$ cat src/rtl/elastic_pipe_line.sv
// elastic_pipe_line: DEPTH-stage valid/ready register pipeline with bubble collapse,
// registered occupancy and a saturating stall-cycle counter.
module elastic_pipe_line #(
  parameter int WIDTH = 8,
  parameter int DEPTH = 4,
  localparam int OCC_W = $clog2(DEPTH + 1)
) (
  input  logic             clk,
  input  logic             rst_n,
  input  logic             in_valid,
  output logic             in_ready,
  input  logic [WIDTH-1:0] in_data,
  output logic             out_valid,
  input  logic             out_ready,
  output logic [WIDTH-1:0] out_data,
  output logic [OCC_W-1:0] occupancy,
  output logic [15:0]      stall_cnt
);
  logic [DEPTH-1:0]            v_q, v_d, adv;
  logic [DEPTH-1:0][WIDTH-1:0] d_q, d_d;
  logic [OCC_W-1:0]            occ_q, occ_d;
  logic [15:0]                 stall_q, stall_d;
  logic                        in_xfer, out_xfer;
  // A stage can move when any stage from it to the output is empty, or the output drains.
  for (genvar i = 0; i < DEPTH; i++) begin : g_adv
    assign adv[i] = out_ready || !(&v_q[DEPTH-1:i]);
  end
  assign in_ready  = adv[0];
  assign out_valid = v_q[DEPTH-1];
  assign out_data  = d_q[DEPTH-1];
  assign occupancy = occ_q;
  assign stall_cnt = stall_q;
  assign in_xfer   = in_valid && adv[0];
  assign out_xfer  = v_q[DEPTH-1] && out_ready;
  always_comb begin
    v_d = v_q;
    d_d = d_q;
    v_d[0] = adv[0] ? in_valid : v_q[0];
    d_d[0] = in_xfer ? in_data : d_q[0];
    for (int k = 1; k < DEPTH; k++) begin
      v_d[k] = adv[k] ? v_q[k-1] : v_q[k];
      d_d[k] = (adv[k] && v_q[k-1]) ? d_q[k-1] : d_q[k];
    end
    occ_d   = occ_q + OCC_W'(in_xfer) - OCC_W'(out_xfer);
    stall_d = stall_q + 16'(out_valid && !out_ready && stall_q != 16'hFFFF);
  end
  always_ff @(posedge clk or negedge rst_n) begin
    if (!rst_n) begin
      v_q     <= '0;
      d_q     <= '0;
      occ_q   <= '0;
      stall_q <= '0;
    end else begin
      v_q     <= v_d;
      d_q     <= d_d;
      occ_q   <= occ_d;
      stall_q <= stall_d;
    end
  end
endmodule

$ cat config.mk
export PLATFORM = sky130hd
export DESIGN_NAME = elastic_pipe_line
export DESIGN_NICKNAME = d
export VERILOG_FILES = /design/src/rtl/elastic_pipe_line.sv
export SDC_FILE = /design/constraint.sdc
export NUM_CORES = 1
export LEC_CHECK = 0
export BUFFER_PORTS_ARGS = -buffer_cell sky130_fd_sc_hd__buf_2
export CORE_MARGIN = 3
export CORE_UTILIZATION = 36
export DETAILED_ROUTE_END_ITERATION = 6
export PLACE_DENSITY_LB_ADDON = 0.1
export SYNTH_ARGS = -nofsm -noshare
export SYNTH_HDL_FRONTEND = slang
export SYNTH_SLANG_ARGS = --single-unit
$ cat constraint.sdc
create_clock -name clk -period 2.85 [get_ports clk]
set_input_delay 0.57 -clock clk [delete_from_list [all_inputs] [get_ports clk]]
set_output_delay 0.57 -clock clk [all_outputs]
set_load 0.01 [all_outputs]
==> flow_summary.toml <==
[status]
outcome = "finished, final reports clean"

[timing]
rsz0062_at_grt = "no"
worst_slack_ns = 0.734
slew-limit-headroom = 0.546
fin_crit_sh = 0.743
hold_viol_final = 0
fin_crit_ns = 2.12
fmax_mhz = 473
worst_slew_pin_slew_ns = 0.681
tns_ns = 0
maxSlewViolCount = 0
setup_violations = 0
fin_skew_ns = 0.00777

[placement]
place_congestion = 0.791
pre_cts_slack_ns = 0.561
place_area_mm2 = 0.00256
placed_cells = 274
dpl.hpwl_um = 2930
portBuffers = 40

[cts]
root_buffer = "clkbuf_8"
hold_buffers = 0
clock_sinks = 55
cts-resized-gates = 0
clk_latency_ns = 0.31
cts_tree = "done"
htree_levels = 2
cts.clk_slew.worst_paths_ns = 0.10
post_cts_buffers = 0
clockBufferDepth = 2
numCtsBuffers = 5

[setup_path]
rrSetupSlack_ns = 0.73
path_cells = "nand3_1 -> nor3_1 -> a21oi_1 -> ha_1 -> ha_1 -> nand4_1 -> nor4_1 -> xor2_1"
max_stage_delay_ns = 0.46
cp_max_fo = 7
start_kind = "flip-flop"
critPathSlowestCell = "dfrtp_1"
critPathKind = "flip-flop to flip-flop"
critPathMostFrequentCell = "ha_1"
arrival_ns = 2.35
endpoint_kind = "flip-flop"
cp.required_ns = 3.08

[synth]
yosysWarnings = 0
netlist_area_mm2 = 0.00231
ys_async_sr_fraction = 1.00
avgSynthCellArea_um2 = 14.0
yosysSeqAreaShare = 0.596
synthCells = 165
ys_ff_latch = 55
synth_flop_cell = "dfrtp_1"
synth_cell_types = 24
synth_edf_count = 0
syn-num-nets = 183

[power_and_ir_drop]
power_frac_clock = 0.198
powerDensity_mw_per_mm2 = 832
power_frac_seq = 0.536
combPwrFrac = 0.266
internal-power_mw = 1.50
irDropWorstVdd_mv = 0.366
p_switching_uw = 705
cellLeakagePower_nw = 1.25
swShare = 0.319
power.total_mw = 2.21

[global_route]
antenna_found_initial = 0
grtUsageTotal = 0.123
grt-ovfl-total = 0
grt_pass1_wl_um = 7070
grt_max_degree = 56
grt_pass1_vias = 1454

[min_path]
hp-class = "input pin to asynchronous set/reset pin"

[route]
antenna_left = 0
drc_errors = 0
wl_um = 4140
firstDrtPassIters = 4
wl_per_cell_um = 14.7
first_iter_violations = 19
via_per_inst = 4.85
vias = 1368

[cells_and_area]
stdcell_count = 282
layout.nets = 224
final_area_mm2 = 0.00266
drive_gt1_frac = 0.425
fillCellCount = 587
diodes = 0
syn2layout_area_growth_pct = 14.9

[floorplan]
fp-row-count = 28
initial_utilization = 0.381
die_w_um = 86.1
ios = 41
fp.dieH_um = 86.1
coreArea_mm2 = 0.00606
dieArea_mm2 = 0.00742

[job]
maxCapViolCount = 0
-- layout make-up --
class / count / area [um^2] / share of cell area
inverter: 5 / 18.8 / 0.00707
multi-input combinational: 97 / 856 / 0.322
clock buffer: 5 / 68.8 / 0.0259
clock inverter: 3 / 26.3 / 0.00990
sequential: 55 / 1380 / 0.518
timing repair buffer: 42 / 215 / 0.0811
tap: 75 / 93.8 / 0.0353
-- placed cells by master (no fill, tap or decap) --
cell type  netlist  layout
nand2b_1         4       4
nor2_1           2       2
xor2_1          10      10
inv_1            5       5
a21oi_1          1       1
xnor2_1          6       6
buf_4            8       2
o21ai_4          1       1
nand2_2          1       1
clkbuf_8         0       5
nand3_1          8       8
buf_2            0      40
nand4_1          5       5
nand3b_1         1       1
and3_2           1       1
mux2_2          32      32
ha_1             5       5
nor4_1           4       4
fa_1             1       1
nand3_4          1       1
nand4b_4         1       1
or2_2            1       1
nand2_1          6       6
clkinv_4         0       1
inv_6            0       2
dfrtp_1         55      55
nor3_1           5       5
and2_1           1       1
-- synthesized netlist by cell type (2+ instances only) --
master	number	share of area
ha_1	5	0.027
nor4_1	4	0.011
buf_4	8	0.026
xor2_1	10	0.038
mux2_2	32	0.16
inv_1	5	0.0081
xnor2_1	6	0.023
nor2_1	2	0.0032
nand2b_1	4	0.011
nand2_1	6	0.0097
nor3_1	5	0.011
dfrtp_1	55	0.60
nand4_1	5	0.014
nand3_1	8	0.017
-- power by group through the flow --
stage	Clock (mW)	Combinational, mW	Sequential [mW]
4_1_cts	0.467	0.604	1.19
2_1_floorplan	0	0.433	1.20
5_1_grt	0.501	0.656	1.22
6_report	0.438	0.588	1.18
3_3_place_gp	0	0.585	1.19
3_5_place_dp	0	0.605	1.21
-- state kept, by name, summed over array words and instances, names as in the netlist --
signal and cells:
d_q 24, out_data 8, stall_cnt 16, v_q 4
occupancy 3
-- final timing paths --
path	start	endpoint	depth (start not counted)
max reg2reg	stall_cnt[5]	stall_cnt[14]	8
min	rst_n	d_q[3]	2
min in group clk	occupancy[2]	occupancy[2]	1
max in group asynchronous	rst_n	stall_cnt[0]	2
min reg2reg	occupancy[2]	occupancy[2]	1
max	stall_cnt[5]	stall_cnt[14]	8
-- worst max-delay path: cells and delay by family (launching register included) --
kind,cells,cell delay (ns)
AO/OA/AOI/OAI,1,0.13
XOR/XNOR,1,0.17
adder cells (fa/ha/maj),2,0.62
flip-flops,1,0.46
AND/OR/NAND/NOR,4,0.66
-- per-stage QoR --
| step | hold slack, ns | utilization |
|---|---|---|
| 6_report | 0.384 | 0.438 |
| 5_1_grt | 0.438 | 0.438 |
| 4_1_cts | 0.403 | 0.438 |
| 3_5_place_dp | 0.470 | 0.422 |
| 3_3_place_gp | 0.455 | 0.422 |
| 2_1_floorplan | 0.274 | - |
-- layer usage --
metal	vias up	GRT usage	wire [um]	part of all wire
li1	643	-	-	-
met1	694	0.154	1880	0.46
met2	26	0.205	2030	0.49
met3	5	0.0346	159	0.038
met4	0	0.0388	61	0.015
met5	-	0	0	0
-- cells by family (layout without fill, tap and decap cells) --
| family | count (synthesis) | in the layout | share of synthesized area |
|---|---|---|---|
| AOI/OAI and AO/OA | 2 | 2 | 0.00920 |
| xor gates and xnor gates | 16 | 16 | 0.0606 |
| adders and majority gates | 6 | 6 | 0.0357 |
| buffers and inverters | 13 | 55 | 0.0341 |
| DFF | 55 | 55 | 0.596 |
| muxes | 32 | 32 | 0.156 |
| and+or+nand+nor | 41 | 41 | 0.109 |
(Power assumes the default switching activity.)
